`config.mk`:
```
export PLATFORM = sky130hd
export DESIGN_NAME = tlb
export DESIGN_NICKNAME = d
export VERILOG_FILES = /design/src/rtl/tartaruga_pkg.sv /design/src/rtl/tlb.sv
export SDC_FILE = /design/constraint.sdc
export NUM_CORES = 1
export LEC_CHECK = 0
export BUFFER_PORTS_ARGS = -buffer_cell sky130_fd_sc_hd__buf_4
export CAP_MARGIN = 0
export CORE_AREA = 2 2 176 213
export DETAILED_ROUTE_END_ITERATION = 8
export DIE_AREA = 0 0 178 215
export GPL_TIMING_DRIVEN = 0
export PLACE_DENSITY = 0.76
export SLEW_MARGIN = 20
export SYNTH_ARGS = -nofsm -noshare
export SYNTH_HDL_FRONTEND = slang
export SYNTH_SLANG_ARGS = --single-unit
```
`constraint.sdc`:
```
create_clock -name clk_i -period 2.9 [get_ports clk_i]
set_clock_uncertainty 0.2 [all_clocks]
set_input_delay 0.29 -clock clk_i [delete_from_list [all_inputs] [get_ports clk_i]]
set_output_delay 0.29 -clock clk_i [all_outputs]
set_load 0.05 [all_outputs]
```
`src/rtl/tartaruga_pkg.sv`:
```
// -----------------------------------------------------------------------------
// tartaruga_pkg
// Shared types and constants for the tartaruga memory subsystem.
//   TLB_ENTRIES  : default number of fully-associative TLB entries (power of 2)
//   tlb_entry_t  : one TLB entry (valid, vpn, ppn)
//   tlb_state_t  : TLB miss-handling FSM states
//   make_paddr() : join a physical page number with the page offset
// -----------------------------------------------------------------------------
package tartaruga_pkg;

    localparam int TLB_ENTRIES = 8;
    localparam int VPN_W       = 20;
    localparam int PPN_W       = 20;
    localparam int OFF_W       = 12;

    typedef struct packed {
        logic             valid;
        logic [VPN_W-1:0] vpn;
        logic [PPN_W-1:0] ppn;
    } tlb_entry_t;

    typedef enum logic [1:0] {
        IDLE      = 2'd0,
        MISS_REQ  = 2'd1,
        MISS_WAIT = 2'd2,
        RESPOND   = 2'd3
    } tlb_state_t;

    // Physical address = page number from the entry, offset from the request.
    function automatic logic [31:0] make_paddr(input logic [PPN_W-1:0] ppn,
                                               input logic [31:0]      vaddr);
        return {ppn, vaddr[OFF_W-1:0]};
    endfunction

endpackage

```
`src/rtl/tlb.sv`:
```
// -----------------------------------------------------------------------------
// tlb
// Fully-associative translation lookaside buffer with a single outstanding
// miss. Hits respond the cycle after acceptance (one per cycle sustained);
// misses hand the address to a page-table walker and respond the cycle after
// the walker's matching fill.
//
// Ports
//   clk_i          : clock
//   rstn_i         : synchronous active-low reset
//   req_valid_i    : translation request valid
//   req_vaddr_i    : virtual address to translate
//   req_ready_o    : high in IDLE; request accepted when valid && ready
//   resp_valid_o   : one-cycle translation result pulse
//   resp_paddr_o   : translated physical address (0 when no response)
//   flush_i        : invalidate all entries
//   tlb_miss_o     : one-cycle walk-start pulse to the walker
//   miss_vaddr_o   : address being walked, held while the miss is pending
//   ptw_busy_i     : walker busy; walk start is deferred while high
//   tlb_update_i   : walker fill valid
//   update_vpn_i   : filled virtual page number
//   update_ppn_i   : filled physical page number
// -----------------------------------------------------------------------------
module tlb
    import tartaruga_pkg::*;
#(
    parameter int ENTRIES = TLB_ENTRIES
) (
    input  logic             clk_i,
    input  logic             rstn_i,
    input  logic             req_valid_i,
    input  logic [31:0]      req_vaddr_i,
    output logic             req_ready_o,
    output logic             resp_valid_o,
    output logic [31:0]      resp_paddr_o,
    input  logic             flush_i,
    output logic             tlb_miss_o,
    output logic [31:0]      miss_vaddr_o,
    input  logic             ptw_busy_i,
    input  logic             tlb_update_i,
    input  logic [VPN_W-1:0] update_vpn_i,
    input  logic [PPN_W-1:0] update_ppn_i
);

    localparam int                IDX_W    = (ENTRIES > 1) ? $clog2(ENTRIES) : 1;
    localparam logic [IDX_W-1:0]  LAST_IDX = IDX_W'(ENTRIES - 1);

    tlb_state_t         r_state;
    tlb_state_t         w_state_nxt;
    tlb_entry_t         r_entries [ENTRIES];
    logic [IDX_W-1:0]   r_rr_ptr;
    logic [31:0]        r_miss_vaddr;
    logic [31:0]        w_miss_vaddr_nxt;
    logic               r_resp_valid;
    logic               w_resp_valid_nxt;
    logic [31:0]        r_resp_paddr;
    logic [31:0]        w_resp_paddr_nxt;
    logic               r_tlb_miss;
    logic               w_tlb_miss_nxt;

    logic [ENTRIES-1:0] w_hit_vec;
    logic               w_hit;
    logic [PPN_W-1:0]   w_hit_ppn;
    logic [ENTRIES-1:0] w_same_vec;
    logic [ENTRIES-1:0] w_free_vec;
    logic [IDX_W-1:0]   w_same_idx;
    logic [IDX_W-1:0]   w_free_idx;
    logic [IDX_W-1:0]   w_victim_idx;
    logic               w_use_rr;
    logic               w_fill_match;
    logic               w_install;

    assign req_ready_o  = (r_state == IDLE);
    assign resp_valid_o = r_resp_valid;
    assign resp_paddr_o = r_resp_paddr;
    assign tlb_miss_o   = r_tlb_miss;
    assign miss_vaddr_o = r_miss_vaddr;

    // Parallel lookup of the request VPN; VPNs are unique among valid
    // entries, so OR-ing the masked PPNs yields the single hit PPN.
    always_comb begin
        w_hit_ppn = '0;
        for (int i = 0; i < ENTRIES; i++) begin
            w_hit_vec[i] = r_entries[i].valid &&
                           (r_entries[i].vpn == req_vaddr_i[31:OFF_W]);
            w_hit_ppn    = w_hit_ppn | ({PPN_W{w_hit_vec[i]}} & r_entries[i].ppn);
        end
    end

    assign w_hit = |w_hit_vec;

    // Victim candidates: entry already holding the fill VPN, and the
    // lowest-index invalid entry (descending scan so the lowest wins).
    always_comb begin
        w_same_idx = '0;
        w_free_idx = '0;
        for (int i = ENTRIES - 1; i >= 0; i--) begin
            w_same_vec[i] = r_entries[i].valid && (r_entries[i].vpn == update_vpn_i);
            w_free_vec[i] = !r_entries[i].valid;
            w_same_idx    = w_same_vec[i] ? IDX_W'(i) : w_same_idx;
            w_free_idx    = w_free_vec[i] ? IDX_W'(i) : w_free_idx;
        end
    end

    // Victim priority: overwrite same VPN, else first free, else round-robin.
    always_comb begin
        w_use_rr = 1'b0;
        if (|w_same_vec) begin
            w_victim_idx = w_same_idx;
        end else if (|w_free_vec) begin
            w_victim_idx = w_free_idx;
        end else begin
            w_victim_idx = r_rr_ptr;
            w_use_rr     = 1'b1;
        end
    end

    assign w_fill_match = tlb_update_i && (update_vpn_i == r_miss_vaddr[31:OFF_W]);

    // FSM next state plus next values of the registered outputs.
    always_comb begin
        w_state_nxt      = r_state;
        w_resp_valid_nxt = 1'b0;
        w_resp_paddr_nxt = '0;
        w_tlb_miss_nxt   = 1'b0;
        w_miss_vaddr_nxt = r_miss_vaddr;
        w_install        = 1'b0;
        case (r_state)
            IDLE: begin
                if (req_valid_i && w_hit) begin
                    w_resp_valid_nxt = 1'b1;
                    w_resp_paddr_nxt = make_paddr(w_hit_ppn, req_vaddr_i);
                end else if (req_valid_i) begin
                    w_miss_vaddr_nxt = req_vaddr_i;
                    w_state_nxt      = MISS_REQ;
                end else begin
                    w_state_nxt = IDLE;
                end
            end
            MISS_REQ: begin
                if (!ptw_busy_i) begin
                    w_tlb_miss_nxt = 1'b1;
                    w_state_nxt    = MISS_WAIT;
                end else begin
                    w_state_nxt = MISS_REQ;
                end
            end
            MISS_WAIT: begin
                // The response is registered here so it lands in RESPOND,
                // one cycle after the fill. A coincident flush suppresses
                // the install but not the response.
                if (w_fill_match) begin
                    w_install        = !flush_i;
                    w_resp_valid_nxt = 1'b1;
                    w_resp_paddr_nxt = make_paddr(update_ppn_i, r_miss_vaddr);
                    w_state_nxt      = RESPOND;
                end else begin
                    w_state_nxt = MISS_WAIT;
                end
            end
            RESPOND: begin
                w_state_nxt = IDLE;
            end
            default: begin
                w_state_nxt = IDLE;
            end
        endcase
    end

    // FSM state register.
    always_ff @(posedge clk_i) begin
        if (!rstn_i) begin
            r_state <= IDLE;
        end else begin
            r_state <= w_state_nxt;
        end
    end

    // Registered response, walk-start pulse and pending miss address.
    always_ff @(posedge clk_i) begin
        if (!rstn_i) begin
            r_resp_valid <= 1'b0;
            r_resp_paddr <= '0;
            r_tlb_miss   <= 1'b0;
            r_miss_vaddr <= '0;
        end else begin
            r_resp_valid <= w_resp_valid_nxt;
            r_resp_paddr <= w_resp_paddr_nxt;
            r_tlb_miss   <= w_tlb_miss_nxt;
            r_miss_vaddr <= w_miss_vaddr_nxt;
        end
    end

    // Entry array: flush clears every valid bit, otherwise install on fill.
    always_ff @(posedge clk_i) begin
        if (!rstn_i) begin
            for (int i = 0; i < ENTRIES; i++) begin
                r_entries[i] <= '0;
            end
        end else if (flush_i) begin
            for (int i = 0; i < ENTRIES; i++) begin
                r_entries[i].valid <= 1'b0;
            end
        end else if (w_install) begin
            r_entries[w_victim_idx] <= '{valid: 1'b1, vpn: update_vpn_i, ppn: update_ppn_i};
        end else begin
            r_entries <= r_entries;
        end
    end

    // Round-robin pointer advances only when it actually chose the victim.
    always_ff @(posedge clk_i) begin
        if (!rstn_i) begin
            r_rr_ptr <= '0;
        end else if (flush_i) begin
            r_rr_ptr <= '0;
        end else if (w_install && w_use_rr) begin
            r_rr_ptr <= (r_rr_ptr == LAST_IDX) ? '0 : r_rr_ptr + IDX_W'(1);
        end else begin
            r_rr_ptr <= r_rr_ptr;
        end
    end

endmodule

```
-- Yosys cells after proc, flatten, opt, wreduce, memory -nomap -nowiden
Cells that the tools add are included.
- bits in registers: 399
- latch bits: 0
- RAM bits: 0
- memory bits (read-only): 0
- output and inout port bits: 67
- memories: 0
- $add $sub $neg: 1
- $mul: 0
- divide/modulo/power cells: 0
- magnitude comparators: 2
- eq/ne operators: 22
- shifts and indexed selects: 0
- muxes and demuxes: 38
- bitwise operators: 19
- reduce and logical (&&, ||, !) cells: 37
- operators with widths (operator ; count):
    equality test 20 bit ; 17
    bitwise mux 328 bit ; 1
    bitwise AND 20 bit ; 8
    OR 20 bit ; 7
    demux 41 bit (select 3 bit) ; 1
    two-way mux 32 bit ; 2
    one-hot mux 32 bit (2 select lines) ; 1
    two-way mux 3 bit ; 19
    two-way mux 41 bit ; 1
    OR reduction 8 bit ; 3
    logical AND 1 bit ; 20
    logical NOT 1 bit ; 9
    two-way mux 1 bit ; 9
    one-hot mux 2 bit (4 select lines) ; 1
    equality test 2 bit, second input constant ; 2
    greater-or-equal comparator 4 bit, second input constant ; 1
    less-than comparator 4 x 1 -> 1 bit, second input constant ; 1
    two-way mux 2 bit ; 2
    NOT 3 -> 4 bit ; 1
    AND reduction 2 bit ; 2
    adder 3 x 1 -> 3 bit, second input constant ; 1
    equality test 3 bit, second input constant ; 1
    NOT 1 bit ; 3
    AND reduction 3 bit ; 1
    5 further kinds ; 5

-- Longest topological paths before layout
- depth after elaboration: 17
- gate-level depth with buffers: 12

-- Worst setup path after synthesis
OpenSTA, ideal clock, no wires.
- path kind: input port to flip-flop
- start: input update_vpn_i[15]
- end: register r_entries[100] in the netlist's numbering
- setup time: 0.073 ns
- arrival: 2.817 ns
- data required time: 2.627 ns
- path slack: -0.189 ns
- stages: 12
- buffers on the path: 3
- cell sequence: buf_4 xnor2_1 nand4_1 or4_1 or2_0 and4b_1 a221o_1 o21ai_4 nor3b_2 buf_4 buf_8 mux2i_1
- word-level cells in the longest chain between the ends: 17
- RTL lines (element ; line ; RTL):
    start, declared ; tlb.sv:41 ; input logic [VPN_W-1:0] update_vpn_i,
    equality test 20 bit ; tlb.sv:98 ; w_same_vec[i] = r_entries[i].valid && (r_entries[i].vpn == update_vpn_i);
    logical AND 1 bit ; tlb.sv:98 ;
    two-way mux 3 bit (8 in series) ; tlb.sv:100 ; w_same_idx = w_same_vec[i] ? IDX_W'(i) : w_same_idx;
    two-way mux 3 bit ; tlb.sv:108 ; if (|w_same_vec) begin
    NOT 3 -> 4 bit (not written as such) ; tlb.sv:205 ; r_entries[w_victim_idx] <= '{valid: 1'b1, vpn: update_vpn_i, ppn: update_ppn_i};
    greater-or-equal comparator 4 bit (not written as such) / less-than comparator 4 x 1 -> 1 bit (equally long branches) ; tlb.sv:205 ;
    logical AND 1 bit (not written as such) ; tlb.sv:205 ;
    two-way mux 41 bit (not written as such) ; tlb.sv:205 ;
    demux 41 bit (select 3 bit) ; tlb.sv:205 ;
    bitwise mux 328 bit ; tlb.sv:205 ;
    end signal, assigned by index ; tlb.sv:205 ;
    end signal, assigned ; tlb.sv:207 ; r_entries <= r_entries;
    end, declared ; tlb.sv:50 ; tlb_entry_t r_entries [ENTRIES];
Several ways; a longest one is shown, not always the timed one.
A chain may end at the register's enable or synchronous reset.

-- Final worst setup path
- start: register r_entries[21] in the netlist's numbering
- end: register r_entries[203] in the netlist's numbering
- word-level cells in the longest chain between the ends: 17
- RTL lines (element ; line):
    equality test 20 bit (*) ; tlb.sv:98
    logical AND 1 bit (*) ; tlb.sv:98
    two-way mux 3 bit (8 in series) ; tlb.sv:100
    two-way mux 3 bit (*) ; tlb.sv:108
    NOT 3 -> 4 bit (not written as such) (*) ; tlb.sv:205
    greater-or-equal comparator 4 bit (not written as such) / less-than comparator 4 x 1 -> 1 bit (equally long branches) ; tlb.sv:205
    logical AND 1 bit (not written as such) ; tlb.sv:205
    two-way mux 41 bit (not written as such) ; tlb.sv:205
    demux 41 bit (select 3 bit) (*) ; tlb.sv:205
    bitwise mux 328 bit (*) ; tlb.sv:205
Mark *: on every way between the ends. The rest lies on a longest branch, timed or not.

==> results.toml <==
[outcome]
status = "finished with violations"
failed_checks = "setup timing"

[detailed_routing]
first_iter_violations = 2178
drt_wl_total_mm = 78.0
via_count = 18000
viasPerCell = 6.38
wire_per_inst_um = 27.6
detail-route-antenna-nets = 0
drc = 0
firstDrtPassIters = 7

[timing]
maxSlewViolCount = 0
setup_viol_count_final = 390
setup_slack_ns = -0.547
slew-limit-headroom_pct = 30.9
post-route-period-util_pct = 119
worst_pin_slew_ns = 1.04
clock.fmax_mhz = 290
period_needed_ns = 3.45
fin_tns_setup_ns = -131.29
rsz0062_at_grt = "yes"
finalHoldViolCount = 0
holdWs_ns = 0.0940

[clocking]
cts_buffers = 43
worstSkewPairLatency_ns = 0.56
clkTransAtPathRegs_ns = 0.06
htreeDepth = 2
cts.sinks = 399
cts_tree = "done"
root_buffer = "clkbuf_16"
clk_path_buf_depth = 3

[grt]
grt_overflow = 0
grt_pass1_vias = 18100
grt_pass1_wl_mm = 113
grt_use_total_pct = 39.9
grt_max_degree = 14
antenna_found_initial = 0

[die]
die_y_um = 215
fp.dieW_um = 178
core_um2 = 36300
boundaryPins = 145
start_util_pct = 54.2
fp-row-count = 77
die-area_um2 = 38300

[synthesis]
synthSimpleGateAreaFrac_pct = 16.8
synth_ff_type = "dfxtp_1"
yosysWarnings = 0
synth_mux_area_share_pct = 18.0
synth_seq_cells = 399
synth_edf_count = 0
synthAdderAreaFrac_pct = 0.127
synth_top_family_by_area = "multiplexers"
synthCells = 2086
syn_nets = 2166
yosysSeqAreaShare_pct = 40.6
synth.distinct_cells = 49
synth_compound_area_share_pct = 5.16
ys_async_sr_fraction_pct = 0
synth_area_um2 = 19700
synth_xor_area_share_pct = 15.2
synth.avg_cell_area_um2 = 9.44

[placed_design]
dpl.cell_count = 2663
gp_congestion = 0.988
hpwlAfterDp_mm = 49.8
portBuffers = 103
place_area_um2 = 21400

[critical_path]
max_stage_delay_ns = 0.52
cp.buffers_inverters = 2
cp_max_fo = 10
crit_chain = "xnor2_2 > nand4_1 > or4_4 > or2_0 > and4b_2 > a21oi_4 > nand2b_2 > nand3b_1 > buf_6 > buf_6 > mux2i_1"
cp_top_family = "simple AND/OR/NAND/NOR gates"
cp.arrival_ns = 3.70
crit_required_ns = 3.16
cp-start-kind = "flip-flop"
worst_path_max_delay_cell = "or4_4"
cp_common_cell = "buf_6"
critPathKind = "flip-flop to flip-flop"
r2r_slack_ns = -0.55
crit_path_end_kind = "flip-flop"

[hold_path]
min_path_type = "input pin to flip-flop"

[pwr]
power_leakage_uw = 0.00965
cellPowerDensity_nw_per_um2 = 512
vdd_drop_max_uv = 571

[job]
cap_viol_max_count = 0

[layout]
fin_nets = 2399
postLayoutCoreUtil_pct = 67.9
syn_to_final_growth_pct = 25.3
layout-drive-gt1-share_pct = 18.0
stdcell_count = 2826
fin_area_um2 = 24700
antennaDiodeCount = 0
## flip-flops by register name, indices dropped and copies added (netlist names), named ones only
| signal | cells |
|---|---|
| miss_vaddr_o | 32 |
| r_entries | 328 |
| r_rr_ptr | 3 |
| r_state | 1 |
| resp_paddr_o | 32 |
| resp_valid_o | 1 |
| tlb_miss_o | 1 |
## layout make-up
type | count | area, um^2
fill | 2734 | 11600
clock inverter | 17 | 211
multi-input combinational | 1532 | 11400
sequential | 399 | 8030
clock buffer | 61 | 1270
tap | 474 | 593
inverter | 5 | 18.8
buffer | 149 | 1260
timing repair buffer | 189 | 1890
## kinds of logic after synthesis
group | after synthesis
xor+xnor | 340
flops | 399
simple gates | 698
buf+inv | 155
mux | 355
fa+ha+maj | 2
compound gates | 137
## synth_stat cells (5+ instances only)
library cell	number	share of area, %
dfxtp_1	399	41
buf_8	8	0.61
mux2i_1	355	18
or2_2	6	0.19
nor3b_1	6	0.23
nand4_1	84	2.7
xnor2_1	204	9.1
nor3_1	9	0.23
a221oi_1	20	0.89
clkbuf_1	86	1.6
nor4_1	51	1.6
nand3_1	44	1.1
nand2_1	411	7.8
nor2_1	22	0.42
a22oi_1	53	2.0
a21oi_1	27	0.69
a22o_1	20	0.89
buf_2	26	0.66
nor2b_1	36	1.1
buf_4	20	0.76
o21a_1	5	0.19
inv_1	5	0.095
xor2_1	135	6.0
buf_6	6	0.34
## layout by cell type (no fill, tap or decap), drive strengths merged, types with 51 or more instances in the layout
master	netlist	final
xor2	135	135
mux2i	355	355
a22oi	53	53
nand4	85	85
nand2	411	411
buf	64	213
nor4	51	51
dfxtp	399	399
xnor2	205	205
clkbuf	86	149
## routing by layer
metal	GRT usage, %	share of wire [%]	vias to the layer above	routed length (um)
li1	-	-	7675	-
met5	0	0	-	0
met2	62.2	45	1216	34900
met1	47.1	36	8669	28200
met4	32.5	9.5	0	7390
met3	8.16	9.7	459	7530
## path summary, 6_finish.rpt
path                            cells past startpoint           from             end
worst max-delay path                               11  r_entries[21]  r_entries[203]
worst min-delay path                                3        flush_i  r_entries[122]
worst max register to register                     11  r_entries[21]  r_entries[203]
worst min register to register                      2  r_entries[87]   r_entries[87]
## per-stage QoR
| stage | worst slack [ns] | total power, uW |
|---|---|---|
| after floorplan | -0.108 | 6380 |
| after global placement | -2.60 | 6820 |
| after detailed placement | -2.31 | 6840 |
| after CTS | -0.360 | 12600 |
| after global routing | -0.553 | 12900 |
| final | -0.547 | 12600 |
## worst register-to-register path, delay by kind of cell, from the launching register on
family / cells / cell delay [ns]
simple gates: 6 / 1.63
compound gates: 1 / 0.29
buf+inv: 2 / 0.40
xor+xnor: 1 / 0.19
mux: 1 / 0.29
flops: 1 / 0.35
## where the power goes
group	leakage [uW]	switching, uW	internal, uW
clock	0.000728	2380	3430
combinational	0.00569	885	400
sequential	0.00323	34.6	5510
total	0.00965	3300	9340
## repair_timing
item	in CTS	in global routing
pin swaps	25	11
hold buffers	34	0
cloned	10	2
setup endpoints to repair	397	395
resized for setup	147	55
endpoints found under the hold margin	114	0
buffers inserted	31	9
Power figures use the tool's default switching activity.
